### src/rtl/bin_to_hex_ascii_tx.sv
// bin_to_hex_ascii_tx: serialises a captured binary word as ASCII hex characters, most-significant nibble first
module bin_to_hex_ascii_tx #(
    parameter int NIBBLES     = 8,
    parameter int UPPERCASE   = 0,
    parameter int SUPPRESS_LZ = 0,
    parameter int APPEND_NL   = 0
) (
    input  logic                   clk,
    input  logic                   rst,
    input  logic                   in_valid,
    input  logic [4*NIBBLES-1:0]   in_data,
    output logic                   in_ready,
    output logic                   char_valid,
    output logic [7:0]             char_data,
    output logic                   char_last,
    input  logic                   char_ready,
    output logic                   busy
);
    localparam int IW = NIBBLES > 1 ? $clog2(NIBBLES) : 1;
    typedef enum logic [1:0] {IDLE, SEND, TERM} state_t;
    state_t                 state_q;
    logic [4*NIBBLES-1:0]   word_q;
    logic [IW-1:0]          idx_q;
    logic [IW-1:0]          start_d;
    logic [IW-1:0]          idx_m1;
    logic                   valid_q;
    logic                   last_q;
    logic                   ready_q;
    logic                   busy_q;
    logic [7:0]             data_q;
    function automatic logic [7:0] hex_char(input logic [3:0] n);
        return (n < 4'd10) ? 8'h30 + {4'd0, n} : ((UPPERCASE != 0) ? 8'h37 : 8'h57) + {4'd0, n};
    endfunction
    function automatic logic [3:0] nib_at(input logic [4*NIBBLES-1:0] w, input int i);
        return w[4*i +: 4];
    endfunction
    // first digit to print: the top nibble, or the highest nonzero one when leading zeros are dropped
    always_comb begin
        start_d = IW'(NIBBLES - 1);
        idx_m1  = idx_q - IW'(1);
        if (SUPPRESS_LZ != 0) begin
            start_d = '0;
            for (int i = 0; i < NIBBLES; i++)
                if (nib_at(in_data, i) != 4'd0) start_d = IW'(i);
        end
    end
    // control FSM; character outputs are registered so they hold steady under backpressure
    always_ff @(posedge clk) begin
        if (rst) begin
            state_q <= IDLE;
            word_q  <= '0;
            idx_q   <= '0;
            valid_q <= 1'b0;
            data_q  <= 8'h00;
            last_q  <= 1'b0;
            ready_q <= 1'b1;
            busy_q  <= 1'b0;
        end else begin
            case (state_q)
                IDLE: if (in_valid) begin
                    state_q <= SEND;
                    word_q  <= in_data;
                    idx_q   <= start_d;
                    valid_q <= 1'b1;
                    data_q  <= hex_char(nib_at(in_data, int'(start_d)));
                    last_q  <= (start_d == '0) && (APPEND_NL == 0);
                    ready_q <= 1'b0;
                    busy_q  <= 1'b1;
                end
                SEND: if (char_ready) begin
                    if (idx_q != '0) begin
                        idx_q  <= idx_m1;
                        data_q <= hex_char(nib_at(word_q, int'(idx_m1)));
                        last_q <= (idx_m1 == '0) && (APPEND_NL == 0);
                    end else if (APPEND_NL != 0) begin
                        state_q <= TERM;
                        data_q  <= 8'h0A;
                        last_q  <= 1'b1;
                    end else begin
                        state_q <= IDLE;
                        valid_q <= 1'b0;
                        data_q  <= 8'h00;
                        last_q  <= 1'b0;
                        ready_q <= 1'b1;
                        busy_q  <= 1'b0;
                    end
                end
                TERM: if (char_ready) begin
                    state_q <= IDLE;
                    valid_q <= 1'b0;
                    data_q  <= 8'h00;
                    last_q  <= 1'b0;
                    ready_q <= 1'b1;
                    busy_q  <= 1'b0;
                end
                default: state_q <= IDLE;
            endcase
        end
    end
    assign in_ready   = ready_q;
    assign char_valid = valid_q;
    assign char_data  = data_q;
    assign char_last  = last_q;
    assign busy       = busy_q;
endmodule

### config.mk
export PLATFORM = sky130hd
export DESIGN_NAME = bin_to_hex_ascii_tx
export DESIGN_NICKNAME = d
export VERILOG_FILES = /design/src/rtl/bin_to_hex_ascii_tx.sv
export SDC_FILE = /design/constraint.sdc
export NUM_CORES = 1
export LEC_CHECK = 0
export BUFFER_PORTS_ARGS = -buffer_cell sky130_fd_sc_hd__buf_2
export CAP_MARGIN = 20
export CORE_AREA = 2 2 73 75
export DETAILED_ROUTE_END_ITERATION = 8
export DIE_AREA = 0 0 75 77
export GPL_TIMING_DRIVEN = 0
export HOLD_SLACK_MARGIN = 0.02
export PLACE_DENSITY = 0.66
export RECOVER_POWER = 100
export SYNTH_ARGS = -nofsm -noshare
export SYNTH_HDL_FRONTEND = slang
export SYNTH_SLANG_ARGS = --single-unit
### constraint.sdc
create_clock -name clk -period 3.5 [get_ports clk]
set_input_delay 0.525 -clock clk [delete_from_list [all_inputs] [get_ports clk]]
set_output_delay 0.525 -clock clk [all_outputs]
set_load 0.05 [all_outputs]
==> results.md <==
* Syn nets at 303
* Largest stage delay, worst path at 0.59 ns
* CTS Hold Bufs at 0
* Clk_skew at 0.00865 ns
* Setup violators final at 0
* Hold Path Class: in -> reg
* Crit-path max FO at 10
* Fin crit share at 0.882
* Num ports at 48
* Iteration-0 DRC count of the detailed router at 98
* Crit path top cell by count: ha_1
* I/O Buffers at 45
* Area of the multi-input gates at 1130 um^2
* DRC at 0
* Worst-path clk slew at 0.09 ns
* Mean Syn Cell Area at 8.19 um^2
* Sum Neg Setup Slack at 0 ns
* Vias in the first global route at 1,807
* Pwr Total at 1.22 mW
* First-pass GRT wire length at 8.36 mm
* Leakage at 1.00 nW
* Seq/Total Area, Yosys at 0.420
* Filler instances at 505
* Most frequent cells in the layout: nand2_1 (73), dfxtp_1 (45), a21oi_1 (42)
* Total number of yosys warnings at 0
* Routed WL at 5.12 mm
* Effective utilization at floorplan at 0.431
* Nets at 355
* Syn Inst Count at 262
* GR Util All Layers at 0.190
* Largest net degree at the start of global routing at 14
* Share of cells above drive strength 1 at 0.156
* Reg area at 901 um^2
* # diodes at 0
* Initial antenna violation count at 0
* Clock tree buffer depth at 2
* Crit path arrival time at 3.30 ns
* Cell with the largest stage delay on the worst path: mux4_1
* Die ar. at 5780 um^2
* F_max at 324 MHz
* Worst slew pin tran at 0.622 ns
* Worst-Skew Late Latency at 0.30 ns
* Final hold vios at 0
* RSZ-0062 raised after global routing: no
* Row cnt at 26
* Synth cell types at 36
* Hold Path Stages at 3
* CTS tree: done
* VDD IR max at 0.266 mV
* Grt ovf at 0
* Cell Chain, Critical Path: buf_2 -> inv_1 -> ha_1 -> buf_4 -> buf_6 -> mux2i_1 -> mux4_1 -> ha_1 -> a221o_1 -> a311oi_1
* Total of max-cap violations at 0
* Crit end category: flip-flop
* Class of the most critical setup path: reg -> reg
* Post-DP HPWL at 3.77 mm
* WL/cell at 13.3 um
* Slew headroom at 0.584
* Startpoint types: flip-flop
* Power Density at 481 nW/um^2
* Clock Sinks at 45
* Cts repair resizes at 0
* Reg2reg path depth at 10
* Die X at 75 um
* Register bit total from synthesis at 45
* Floorplan core area at 4980 um^2
* Antenna Nets Post-Route at 0
* Synth async-reset ratio at 0
* CTS H-tree lvls at 2
* GPL Wtd Cong at 0.869
* Routed via count at 1,949
* Max Slew Vio Count at 0
* CTS buffer count at 5
* Die height at 77 um
* Synth Cell Area at 2140 um^2
* Ys flop type: dfxtp_1
* DR pass1 iterations at 4
* # Post-CTS Setup Buffers at 0
* Run status: finished clean
* Number of enable flip-flop cells after synthesis at 0
* Final min period at 3.09 ns
* Clock root buffer: clkbuf_8
* Worst EP required at 3.72 ns
* Vias per cell at 5.08
* Commonest non-fill, non-tap cell in the layout: nand2_1
* Synth-to-layout area growth at 18.1%
## layout make-up
type / instances / area share
flip-flops and latches: 45 / 0.356
well taps: 70 / 0.0346
multi-input cells: 192 / 0.446
plain buffers: 19 / 0.0360
inverters: 6 / 0.00889
repair buffers: 45 / 0.0835
clock inverters: 1 / 0.00296
clock buffers: 6 / 0.0326
## state kept, by name, indices dropped and copies added, names as in the netlist
| signal | flops |
|---|---|
| word_q | 32 |
| idx_q | 3 |
| char_data | 7 |
| char_last | 1 |
| in_ready | 1 |
| busy | 1 |
## critical path: cells and delay by family, from the launching register on
| kind | cells | cell delay, ns |
|---|---|---|
| muxes | 2 | 0.73 |
| buffers and inverters | 4 | 0.72 |
| adders and majority gates | 2 | 0.64 |
| AOI/OAI and AO/OA | 2 | 0.59 |
| DFF | 1 | 0.33 |
## synthesized netlist by cell type, drive strengths merged, types with 5 or more instances
cell | instances | area, um^2
mux2i | 9 | 90.1
dfxtp | 45 | 901
o21ai | 6 | 30.0
nand2 | 73 | 274
a21oi | 42 | 210
nor2 | 9 | 33.8
buf | 6 | 42.5
inv | 6 | 22.5
ha | 5 | 62.6
nor2b | 9 | 56.3
clkbuf | 13 | 48.8
## final timing paths
path,from,endpoint,slack (ns)
setup / recovery,idx_q[0]$_SDFFE_PP0P_,char_data[1]$_SDFFE_PP0P_,0.41
hold / removal,in_data[20],word_q[20]$_SDFFE_PP0P_,0.45
setup reg to reg,idx_q[0]$_SDFFE_PP0P_,char_data[1]$_SDFFE_PP0P_,0.41
hold reg to reg,word_q[11]$_SDFFE_PP0P_,word_q[11]$_SDFFE_PP0P_,0.45
## per-stage QoR
stage               setup slack [ns]  cells  utilization  cell area, um^2  hold slack [ns]
floorplan                      0.767    262            -             2140            0.432
global route                   0.254    384        0.509             2530            0.459
global placement               0.538    377        0.494             2460            0.440
finish                         0.414    384        0.509             2530            0.449
detailed placement             0.489    377        0.494             2460            0.443
CTS                            0.453    384        0.512             2550            0.450
## metal layers
metal,track usage,share of wire,vias up
li1,-,-,1004
met4,0.0607,0.018,0
met2,0.308,0.46,54
met1,0.243,0.47,883
met3,0.0473,0.050,8
met5,0,0,-
## cells by family after synthesis
family	count (synthesis)	share of synthesized area
adders and majority gates	5	0.0292
xor gates and xnor gates	4	0.0163
DFF	45	0.420
buffers and inverters	25	0.0531
AOI/OAI and AO/OA	68	0.189
other	1	0.00175
muxes	13	0.0875
and+or+nand+nor	101	0.203
## power by group
group	total (mW)	internal, mW	switching (mW)
sequential	0.568	0.548	0.0199
clock	0.333	0.156	0.177
combinational	0.318	0.119	0.199
total	1.22	0.823	0.396
Power figures use the tool's default switching activity.
